$ cat config.mk
export PLATFORM = sky130hd
export DESIGN_NAME = leaky_integrate_fire_neuron
export DESIGN_NICKNAME = d
export VERILOG_FILES = /design/src/rtl/lif_pkg.sv /design/src/rtl/lif_refractory_counter.sv /design/src/rtl/leaky_integrate_fire_neuron.sv
export SDC_FILE = /design/constraint.sdc
export NUM_CORES = 1
export LEC_CHECK = 0
export ABC_AREA = 1
export CAP_MARGIN = 20
export CORE_MARGIN = 2
export CORE_UTILIZATION = 50
export DETAILED_ROUTE_END_ITERATION = 10
export GPL_TIMING_DRIVEN = 0
export PLACE_DENSITY = 0.78
export RECOVER_POWER = 25
export SYNTH_ARGS = -nofsm -noshare
export SYNTH_HDL_FRONTEND = slang
export SYNTH_SLANG_ARGS = --single-unit
$ cat constraint.sdc
create_clock -name clk -period 4.8 [get_ports clk]
set_input_delay 1.44 -clock clk [delete_from_list [all_inputs] [get_ports clk]]
set_output_delay 1.44 -clock clk [all_outputs]
set_load 0.01 [all_outputs]
$ cat src/rtl/lif_pkg.sv
// Shared types and arithmetic helpers for the leaky integrate-and-fire neuron.
// Arithmetic runs on a wide scratch type so that saturation and the floor are explicit.
package lif_pkg;

    localparam int LIF_DATA_W = 8;
    localparam int LIF_CALC_W = 32;

    typedef logic [LIF_DATA_W-1:0] lif_state_t;
    typedef logic [LIF_CALC_W-1:0] lif_calc_t;

    // Subtract that clamps at zero instead of wrapping.
    function automatic lif_calc_t lif_floor_sub(input lif_calc_t a, input lif_calc_t b);
        return (a > b) ? (a - b) : '0;
    endfunction

    // Add that clamps at max_val. Both operands must be narrower than LIF_CALC_W.
    function automatic lif_calc_t lif_sat_add(input lif_calc_t a, input lif_calc_t b,
                                              input lif_calc_t max_val);
        lif_calc_t s;
        s = a + b;
        return (s > max_val) ? max_val : s;
    endfunction

endpackage

$ cat src/rtl/lif_refractory_counter.sv
// Refractory down-counter: loads on a spike, counts down on enabled cycles, flags non-zero.
// State changes only when en_i is high; reset clears it asynchronously.
module lif_refractory_counter
    import lif_pkg::*;
#(
    parameter int DATA_W = LIF_DATA_W
) (
    input  logic              clk_i,
    input  logic              rst_i,
    input  logic              en_i,
    input  logic              load_i,
    input  logic [DATA_W-1:0] load_val_i,
    output logic [DATA_W-1:0] cnt_o,
    output logic              busy_o
);

    localparam logic [DATA_W-1:0] CNT_ONE = {{(DATA_W-1){1'b0}}, 1'b1};

    logic [DATA_W-1:0] refr_cnt_q;
    logic [DATA_W-1:0] refr_cnt_d;

    assign busy_o = |refr_cnt_q;
    assign cnt_o  = refr_cnt_q;

    // A running count always wins over a load; load only happens when idle.
    always_comb begin
        refr_cnt_d = refr_cnt_q;
        if (en_i) begin
            if (busy_o) begin
                refr_cnt_d = refr_cnt_q - CNT_ONE;
            end else if (load_i) begin
                refr_cnt_d = load_val_i;
            end
        end
    end

    always_ff @(posedge clk_i or posedge rst_i) begin
        if (rst_i) begin
            refr_cnt_q <= '0;
        end else begin
            refr_cnt_q <= refr_cnt_d;
        end
    end

endmodule

$ cat src/rtl/leaky_integrate_fire_neuron.sv
// Single LIF neuron: leak, integrate with saturation, fire at threshold, then refractory hold.
// spike_out is registered and appears the cycle after the crossing edge.
module leaky_integrate_fire_neuron
    import lif_pkg::*;
#(
    parameter int DATA_W = LIF_DATA_W
) (
    input  logic              clk,
    input  logic              reset,
    input  logic              enable,
    input  logic [DATA_W-1:0] input_current,
    input  logic [DATA_W-1:0] threshold,
    input  logic [DATA_W-1:0] decay,
    input  logic [DATA_W-1:0] refractory_period,
    output logic              spike_out
);

    localparam lif_calc_t MEM_MAX = lif_calc_t'((64'd1 << DATA_W) - 64'd1);

    logic [DATA_W-1:0] membrane_potential;
    logic [DATA_W-1:0] membrane_potential_d;
    logic              spike_q;
    logic              spike_d;
    logic [DATA_W-1:0] refr_cnt;
    logic              refr_busy;
    logic              fire;
    logic              load;

    lif_calc_t                     leaked;
    lif_calc_t                     sum;
    logic [DATA_W-1:0]             sum_lo;
    logic [LIF_CALC_W-DATA_W-1:0]  unused_sum_hi;

    assign leaked = lif_floor_sub(lif_calc_t'(membrane_potential), lif_calc_t'(decay));
    assign sum    = lif_sat_add(leaked, lif_calc_t'(input_current), MEM_MAX);
    assign fire   = (sum >= lif_calc_t'(threshold));
    // sum is already clamped to MEM_MAX, so the high bits are always zero.
    assign {unused_sum_hi, sum_lo} = sum;

    assign load = enable & ~refr_busy & fire;

    lif_refractory_counter #(
        .DATA_W (DATA_W)
    ) u_refr (
        .clk_i      (clk),
        .rst_i      (reset),
        .en_i       (enable),
        .load_i     (load),
        .load_val_i (refractory_period),
        .cnt_o      (refr_cnt),
        .busy_o     (refr_busy)
    );

    always_comb begin
        membrane_potential_d = membrane_potential;
        spike_d              = 1'b0;
        if (enable) begin
            if (refr_busy) begin
                membrane_potential_d = '0;
            end else if (fire) begin
                membrane_potential_d = '0;
                spike_d              = 1'b1;
            end else begin
                membrane_potential_d = sum_lo;
            end
        end
    end

    always_ff @(posedge clk or posedge reset) begin
        if (reset) begin
            membrane_potential <= '0;
            spike_q            <= 1'b0;
        end else begin
            membrane_potential <= membrane_potential_d;
            spike_q            <= spike_d;
        end
    end

    assign spike_out = spike_q;

endmodule

# Word level (Yosys, flattened, before mapping)
# Index checks and enable logic that the tools add are counted.
# word_totals
ff_bits	17
latch_bits	0
ramBits	0
romBits	0
inputBits	35
output_inout_bits	1
wordCells	24
mem_count	0
# op_classes
addsub	3
n_mul	0
div_mod_pow	0
n_lt_le_gt_ge	3
eq_ne	0
n_shift	0
muxes	9
bitwise	3
n_reduce_logical	3
# op_table
cell	count
$mux W32	2
$add A32 B8 Y32	1
$ge A32 B8 Y1	1
$gt A32 B8 Y1 const B	1
$mux W8	4
$sub A8 B8 Y9	1
$gt A8 B8 Y1	1
$reduce_or A8 Y1	1
$sub A8 B1 Y8 const B	1
$mux W1	3
$and A1 B1 Y1	2
$reduce_and A2 Y1	1
$reduce_bool A2 Y1	1
$not A1 Y1	1

# Longest topological paths before layout
# depth
depth_word	9
depth_mapped	37
depth_no_buf	36

# By module
# A second synthesis with hierarchy kept.
# unflattened
cells_unflattened	371
hier_area_um2	2428.6
# by_module_without_submodules
module	n_inst	cells_per_inst	area_each_um2	seq_area_each_um2
leaky_integrate_fire_neuron	1	271	1796.7	225.2
lif_refractory_counter	1	100	631.9	200.2

# Worst setup path before layout
# OpenSTA, ideal clock, no wires.
# synth_path
path_type	input -> register
start	input decay[4]
end	register u_refr.refr_cnt_q[0], in the netlist u_refr.cnt_o[0]
setup_time_ns	0.127
arrival_ns	6.093
t_required_ns	4.673
path_slack_ns	-1.420
path_stages	31
n_path_buf	1
path_cell_list	inv_1 ha_1 nand2_2 nor2_2 nand3_1 nand3_2 nand2_4 or2_2 inv_1 ha_1 inv_1 fa_1 inv_1 nand3_1 nand2_1 a21oi_1 inv_1 nand2_1 ha_1 inv_1 nor3_1 nand4_1 nor3_1 nand3_1 ha_1 a21oi_1 o21a_1 nand3_1 o21ai_2 buf_2 o21ai_0
# synth_via
elab_chain_cells	9
elab_cells_between_ends	10
cone_classes	add/sub: 2; order compare: 3; mux: 2; bitwise: 1; reduce/logical: 2
# synth_rtl
item	line_no	source
from (decl)	leaky_integrate_fire_neuron.sv:13	input logic [DATA_W-1:0] decay,
$sub A8 B8 Y9 or $gt A8 B8 Y1 (tied branches)	lif_pkg.sv:13	return (a > b) ? (a - b) : '0;
$mux W32 (*)	lif_pkg.sv:13	
$add A32 B8 Y32 (*)	lif_pkg.sv:20	s = a + b;
$gt A32 B8 Y1	lif_pkg.sv:21	return (s > max_val) ? max_val : s;
$mux W32 (*)	lif_pkg.sv:21	
$ge A32 B8 Y1 (*)	leaky_integrate_fire_neuron.sv:36	assign fire = (sum >= lif_calc_t'(threshold));
$and A1 B1 Y1 (*)	leaky_integrate_fire_neuron.sv:40	assign load = enable & ~refr_busy & fire;
$reduce_bool A2 Y1 (no source line) (*)	n/a	
$reduce_and A2 Y1 (no source line) (*)	n/a	
to (signal assigned)	lif_refractory_counter.sv:41	refr_cnt_q <= refr_cnt_d;
to (decl)	lif_refractory_counter.sv:19	logic [DATA_W-1:0] refr_cnt_q;
# Mark *: on every way between the ends. The rest lies on a longest branch, timed or not.
# A chain may end at the register's enable or synchronous reset.

# Worst setup path in the final report
# layout_path
start	input decay[2]
end	register membrane_potential[3]
# layout_via
elab_chain_cells	8
elab_cells_between_ends	9
cone_classes	add/sub: 2; order compare: 3; mux: 4
# layout_rtl
item	line_no	source
$sub A8 B8 Y9 or $gt A8 B8 Y1 (tied branches)	lif_pkg.sv:13	
$mux W32 (*)	lif_pkg.sv:13	
$add A32 B8 Y32 (*)	lif_pkg.sv:20	
$gt A32 B8 Y1	lif_pkg.sv:21	
$mux W32 (*)	lif_pkg.sv:21	
$ge A32 B8 Y1	leaky_integrate_fire_neuron.sv:36	
$mux W8 (*)	leaky_integrate_fire_neuron.sv:60	end else if (fire) begin
$mux W8 (*)	leaky_integrate_fire_neuron.sv:58	if (refr_busy) begin
to (signal assigned)	leaky_integrate_fire_neuron.sv:74	membrane_potential <= membrane_potential_d;
to (decl)	leaky_integrate_fire_neuron.sv:20	logic [DATA_W-1:0] membrane_potential;
# Marked as above.

==> flow_summary.html <==
<table>
<tr><th>Metric</th><th>Value</th></tr>
<tr><th colspan="2">Worst setup path</th></tr>
<tr><td>Critical path arrival</td><td>6.07 ns</td></tr>
<tr><td>Worst Reg-to-Reg Cells</td><td>36</td></tr>
<tr><td>Worst-path maximum fanout</td><td>8</td></tr>
<tr><td>Largest delay contributor family on the critical path</td><td>simple AND/OR/NAND/NOR gates</td></tr>
<tr><td>Register-to-register setup slack</td><td>-0.26 ns</td></tr>
<tr><td>End point of the critical path</td><td>membrane_potential[3]$_DFFE_PP0P_</td></tr>
<tr><td>Critical path origin</td><td>decay[2]</td></tr>
<tr><td>Highest cell delay on the worst timing path</td><td>0.37 ns</td></tr>
<tr><td>Cell at the slowest stage of the critical path</td><td>sky130_fd_sc_hd__fa_2</td></tr>
<tr><td>Critical Path Source Type</td><td>input port</td></tr>
<tr><td>Endpoint of the most critical register-to-register path</td><td>membrane_potential[3]$_DFFE_PP0P_</td></tr>
<tr><td>Critical path required time</td><td>4.94 ns</td></tr>
<tr><td>Worst R2R Start</td><td>membrane_potential[2]$_DFFE_PP0P_</td></tr>
<tr><td>Capturing element type of the critical path</td><td>register</td></tr>
<tr><td>Type of the worst setup path</td><td>input port to register</td></tr>
<tr><td>Buffers &amp; Inverters on Critical Path</td><td>11</td></tr>
<tr><td>Stages on worst setup path</td><td>38</td></tr>
<tr><th colspan="2">STA</th></tr>
<tr><td>Final period demand of the worst path</td><td>5.94 ns</td></tr>
<tr><td>FMAX</td><td>168 MHz</td></tr>
<tr><td>Setup repair after global routing missed its margin</td><td>true</td></tr>
<tr><td>Final period utilization</td><td>124%</td></tr>
<tr><td>Worst slew margin relative to its limit</td><td>53.4%</td></tr>
<tr><td>Total count of hold-check failures in the final report</td><td>0</td></tr>
<tr><td>PnR worst setup slack</td><td>-1.14 ns</td></tr>
<tr><td>Number of setup violations in the final report</td><td>17</td></tr>
<tr><td>Max-slew violation count</td><td>0</td></tr>
<tr><td>Pin slew with the least headroom to its limit</td><td>0.698 ns</td></tr>
<tr><td>Worst Clk Skew</td><td>0.00443 ns</td></tr>
<tr><th colspan="2">Global route</th></tr>
<tr><td>GRT met1 Usage</td><td>30.6%</td></tr>
<tr><td>Met3 Use GR</td><td>3.33%</td></tr>
<tr><td>Overall fraction of global-route tracks in use</td><td>25.0%</td></tr>
<tr><td>Gr ovfl total</td><td>0</td></tr>
<tr><td>Number of antenna violations at the first check in global routing</td><td>0</td></tr>
<tr><td>First-pass GRT wire length</td><td>10,600 um</td></tr>
<tr><td>Most crowded layer after global routing</td><td>met2</td></tr>
<tr><td>Largest net degree at the start of global routing</td><td>18</td></tr>
<tr><td>Global Route met2 Usage</td><td>44.9%</td></tr>
<tr><td>Via count of the first global-routing pass</td><td>2,493</td></tr>
<tr><th colspan="2">Synth</th></tr>
<tr><td>Average instance area after synthesis</td><td>6.69 um^2</td></tr>
<tr><td>Cell type with the largest total area after synthesis</td><td>sky130_fd_sc_hd__dfrtp_1</td></tr>
<tr><td>Post-synth top area share</td><td>18.3%</td></tr>
<tr><td>Cell area after synthesis</td><td>2320 um^2</td></tr>
<tr><td>Number of library cell types mapped by synthesis</td><td>32</td></tr>
<tr><td>Flip-flop and latch count after synthesis</td><td>17</td></tr>
<tr><td>Number of warning messages in the yosys log</td><td>0</td></tr>
<tr><td>Synth Net Count</td><td>418</td></tr>
<tr><td>Seq/Total Area, Yosys</td><td>18.3%</td></tr>
<tr><td>Cell count after synthesis</td><td>347</td></tr>
<tr><td>Synth top area cells</td><td>sky130_fd_sc_hd__dfrtp_1, sky130_fd_sc_hd__ha_1, sky130_fd_sc_hd__nand2_1</td></tr>
<tr><th colspan="2">Finish</th></tr>
<tr><td>Count of antenna diodes in the layout</td><td>0</td></tr>
<tr><td>Final non-filler cell total</td><td>474</td></tr>
<tr><td>Signed area change from the synthesized netlist to the final layout</td><td>50.5%</td></tr>
<tr><td>Final design utilization</td><td>79.1%</td></tr>
<tr><td>Share of final-layout standard cells stronger than drive strength 1</td><td>34.6%</td></tr>
<tr><td>NumNets Final</td><td>494</td></tr>
<tr><th colspan="2">Clock network</th></tr>
<tr><td>TritonCTS clock tree</td><td>yes</td></tr>
<tr><td>TritonCTS buffer count</td><td>3</td></tr>
<tr><td>Max clock buf depth</td><td>2</td></tr>
<tr><td>CTS H-Tree Depth</td><td>1</td></tr>
<tr><td>Sinks on Clock Net</td><td>17</td></tr>
<tr><td>Clock transition time at the flip-flop clock pins of the worst setup and hold paths</td><td>0.07 ns</td></tr>
<tr><td>Worst skew pair latency</td><td>0.25 ns</td></tr>
<tr><td>Cts hold-fix bufs</td><td>0</td></tr>
<tr><td>Buffer cell driving the clock tree root</td><td>sky130_fd_sc_hd__clkbuf_8</td></tr>
<tr><th colspan="2">Pwr</th></tr>
<tr><td>Peak supply drop</td><td>255 uV</td></tr>
<tr><td>Leakage component of the power</td><td>1.75 nW</td></tr>
<tr><td>Power Density</td><td>166 nW/um^2</td></tr>
<tr><th colspan="2">Detailed routing</th></tr>
<tr><td>Starting DRC count in detailed routing</td><td>209</td></tr>
<tr><td>Total number of vias</td><td>2,675</td></tr>
<tr><td>Routed Antenna Nets</td><td>0</td></tr>
<tr><td>Remaining design rule violation count</td><td>0</td></tr>
<tr><td>Routed wire length</td><td>7090 um</td></tr>
<tr><td>Number of optimization iterations in the first detailed-route pass</td><td>5</td></tr>
<tr><td>WL per Instance</td><td>15.0 um</td></tr>
<tr><td>Vias/cell</td><td>5.64</td></tr>
<tr><th colspan="2">Place</th></tr>
<tr><td>Final estimated routing congestion in global placement</td><td>0.872</td></tr>
<tr><td>Placed cells</td><td>434</td></tr>
<tr><td>Port Buffers</td><td>35</td></tr>
<tr><td>Total half-perimeter wirelength after legalization and detailed placement</td><td>4360 um</td></tr>
<tr><th colspan="2">Floorplanning</th></tr>
<tr><td>Core Region</td><td>4410 um^2</td></tr>
<tr><td>Total Die Area</td><td>5200 um^2</td></tr>
<tr><td>DIE WIDTH</td><td>72.1 um</td></tr>
<tr><td>Starting density of the core</td><td>52.6%</td></tr>
<tr><td>Number of top-level design ports</td><td>36</td></tr>
<tr><td>Die height</td><td>72.1 um</td></tr>
<tr><td>Row count</td><td>24</td></tr>
<tr><th colspan="2">Hold path</th></tr>
<tr><td>Number of instances on the worst hold path</td><td>2</td></tr>
<tr><td>Classification of the worst-slack hold path</td><td>register to register</td></tr>
<tr><th colspan="2">Run status</th></tr>
<tr><td>Run status</td><td>finished, violations left</td></tr>
<tr><td>Violated checks</td><td>setup timing</td></tr>
<tr><th colspan="2">Flow run</th></tr>
<tr><td>Max_cap viols</td><td>0</td></tr>
</table>
==> cells by family after synthesis <==
kind of cell    after synthesis  synth area share (%)
simple gates                164                  34.0
buf+inv                      72                  11.8
compound gates               47                  11.6
fa+ha+maj                    36                  20.1
flops                        17                  18.3
xor+xnor                      9                  3.40
mux                           2                 0.863
==> state kept, by name (all words and copies together) (netlist names) <==
| register | count |
|---|---|
| membrane_potential | 8 |
| u_refr.cnt_o | 8 |
| spike_out | 1 |
==> routing by layer <==
layer,share of wire [%],wire [um]
met3,4.6,329
met4,3.0,214
met2,53,3760
met1,39,2780
met5,0,0
==> worst min path at each step <==
| stage | end | from |
|---|---|---|
| after global routing | membrane_potential[0]$_DFFE_PP0P_ | membrane_potential[0]$_DFFE_PP0P_ |
| final | membrane_potential[0]$_DFFE_PP0P_ | membrane_potential[0]$_DFFE_PP0P_ |
| after detailed placement | membrane_potential[0]$_DFFE_PP0P_ | membrane_potential[0]$_DFFE_PP0P_ |
| after floorplan | membrane_potential[0]$_DFFE_PP0P_ | membrane_potential[0]$_DFFE_PP0P_ |
| after CTS | membrane_potential[0]$_DFFE_PP0P_ | membrane_potential[0]$_DFFE_PP0P_ |
| after global placement | membrane_potential[0]$_DFFE_PP0P_ | membrane_potential[0]$_DFFE_PP0P_ |
==> cell usage after synthesis, drive strengths merged <==
| library cell | number |
|---|---|
| inv | 69 |
| mux2i | 2 |
| a31oi | 1 |
| nor3 | 9 |
| nand2 | 76 |
| nand3b | 2 |
| o21ai | 19 |
| o21a | 1 |
| nor4 | 2 |
| dfrtp | 17 |
| nor2 | 29 |
| clkinv | 1 |
| o211ai | 1 |
| or2 | 1 |
| xor2 | 9 |
| buf | 2 |
| fa | 2 |
| nor3b | 1 |
| nand3 | 35 |
| a21oi | 25 |
| ha | 34 |
| nand4 | 9 |
==> worst reg2reg max path: cells and delay by family, from the launching register on <==
family	cells	cell delay, ns
AO/OA/AOI/OAI	1	0.07
adder cells (fa/ha/maj)	5	1.37
buffers and inverters	9	0.71
flip-flops	1	0.41
AND/OR/NAND/NOR	21	2.41
==> cell usage in the layout (no fill, tap or decap), types with 3 or more instances in the layout <==
| cell | count |
|---|---|
| sky130_fd_sc_hd__nand2_1 | 57 |
| sky130_fd_sc_hd__inv_1 | 50 |
| sky130_fd_sc_hd__buf_4 | 32 |
| sky130_fd_sc_hd__nand3_1 | 26 |
| sky130_fd_sc_hd__clkdlybuf4s50_1 | 26 |
| sky130_fd_sc_hd__nor2_1 | 19 |
| sky130_fd_sc_hd__ha_1 | 18 |
| sky130_fd_sc_hd__dfrtp_1 | 17 |
| sky130_fd_sc_hd__a21oi_1 | 16 |
| sky130_fd_sc_hd__inv_2 | 16 |
| sky130_fd_sc_hd__ha_4 | 14 |
| sky130_fd_sc_hd__nand2_2 | 12 |
| sky130_fd_sc_hd__o21ai_0 | 11 |
| sky130_fd_sc_hd__xor2_1 | 9 |
| sky130_fd_sc_hd__a21oi_2 | 8 |
| sky130_fd_sc_hd__buf_6 | 8 |
| sky130_fd_sc_hd__nand2_4 | 7 |
| sky130_fd_sc_hd__nand3_2 | 7 |
| sky130_fd_sc_hd__nand4_1 | 7 |
| sky130_fd_sc_hd__o21ai_1 | 6 |
| sky130_fd_sc_hd__nor2_2 | 6 |
| sky130_fd_sc_hd__clkbuf_2 | 5 |
| sky130_fd_sc_hd__nor3_4 | 4 |
| sky130_fd_sc_hd__nor2_4 | 3 |
| sky130_fd_sc_hd__nor3_1 | 3 |
| sky130_fd_sc_hd__clkbuf_8 | 3 |
==> timing repair <==
item,CTS,global route
setup endpoints to repair,17,17
gates cloned,0,0
setup buffers,27,9
resized for setup,57,52
pin swaps,51,44
==> layout make-up <==
class	instances	area [um^2]
multi-input combinational	258	2050
fill	292	922
timing repair buffer	71	614
sequential	17	425
inverter	70	280
tap	52	65.1
clock buffer	4	45.0
buffer	2	16.3
==> through the flow <==
stage / instance area [um^2] / power (mW) / setup TNS (ns) / worst slack (ns) / hold WS, ns
finish: 3490 / 0.581 / -18.74 / -1.14 / 0.485
global route: 3490 / 0.630 / -22.35 / -1.34 / 0.545
CTS: 3270 / 0.556 / -13.61 / -0.841 / 0.488
detailed placement: 2890 / 0.426 / -33.20 / -2.06 / 0.470
global placement: 2890 / 0.418 / -32.23 / -2.02 / 0.471
floorplan: 2480 / 0.359 / -13.85 / -0.921 / 0.449
==> report_power, final <==
part	internal, mW	switching, mW	total, mW	leakage, nW
clock network	0.0588	0.0491	0.108	0.0228
registers	0.171	0.0261	0.197	0.216
logic	0.126	0.150	0.276	1.51
No activity file was read; power rests on OpenSTA's default activity.
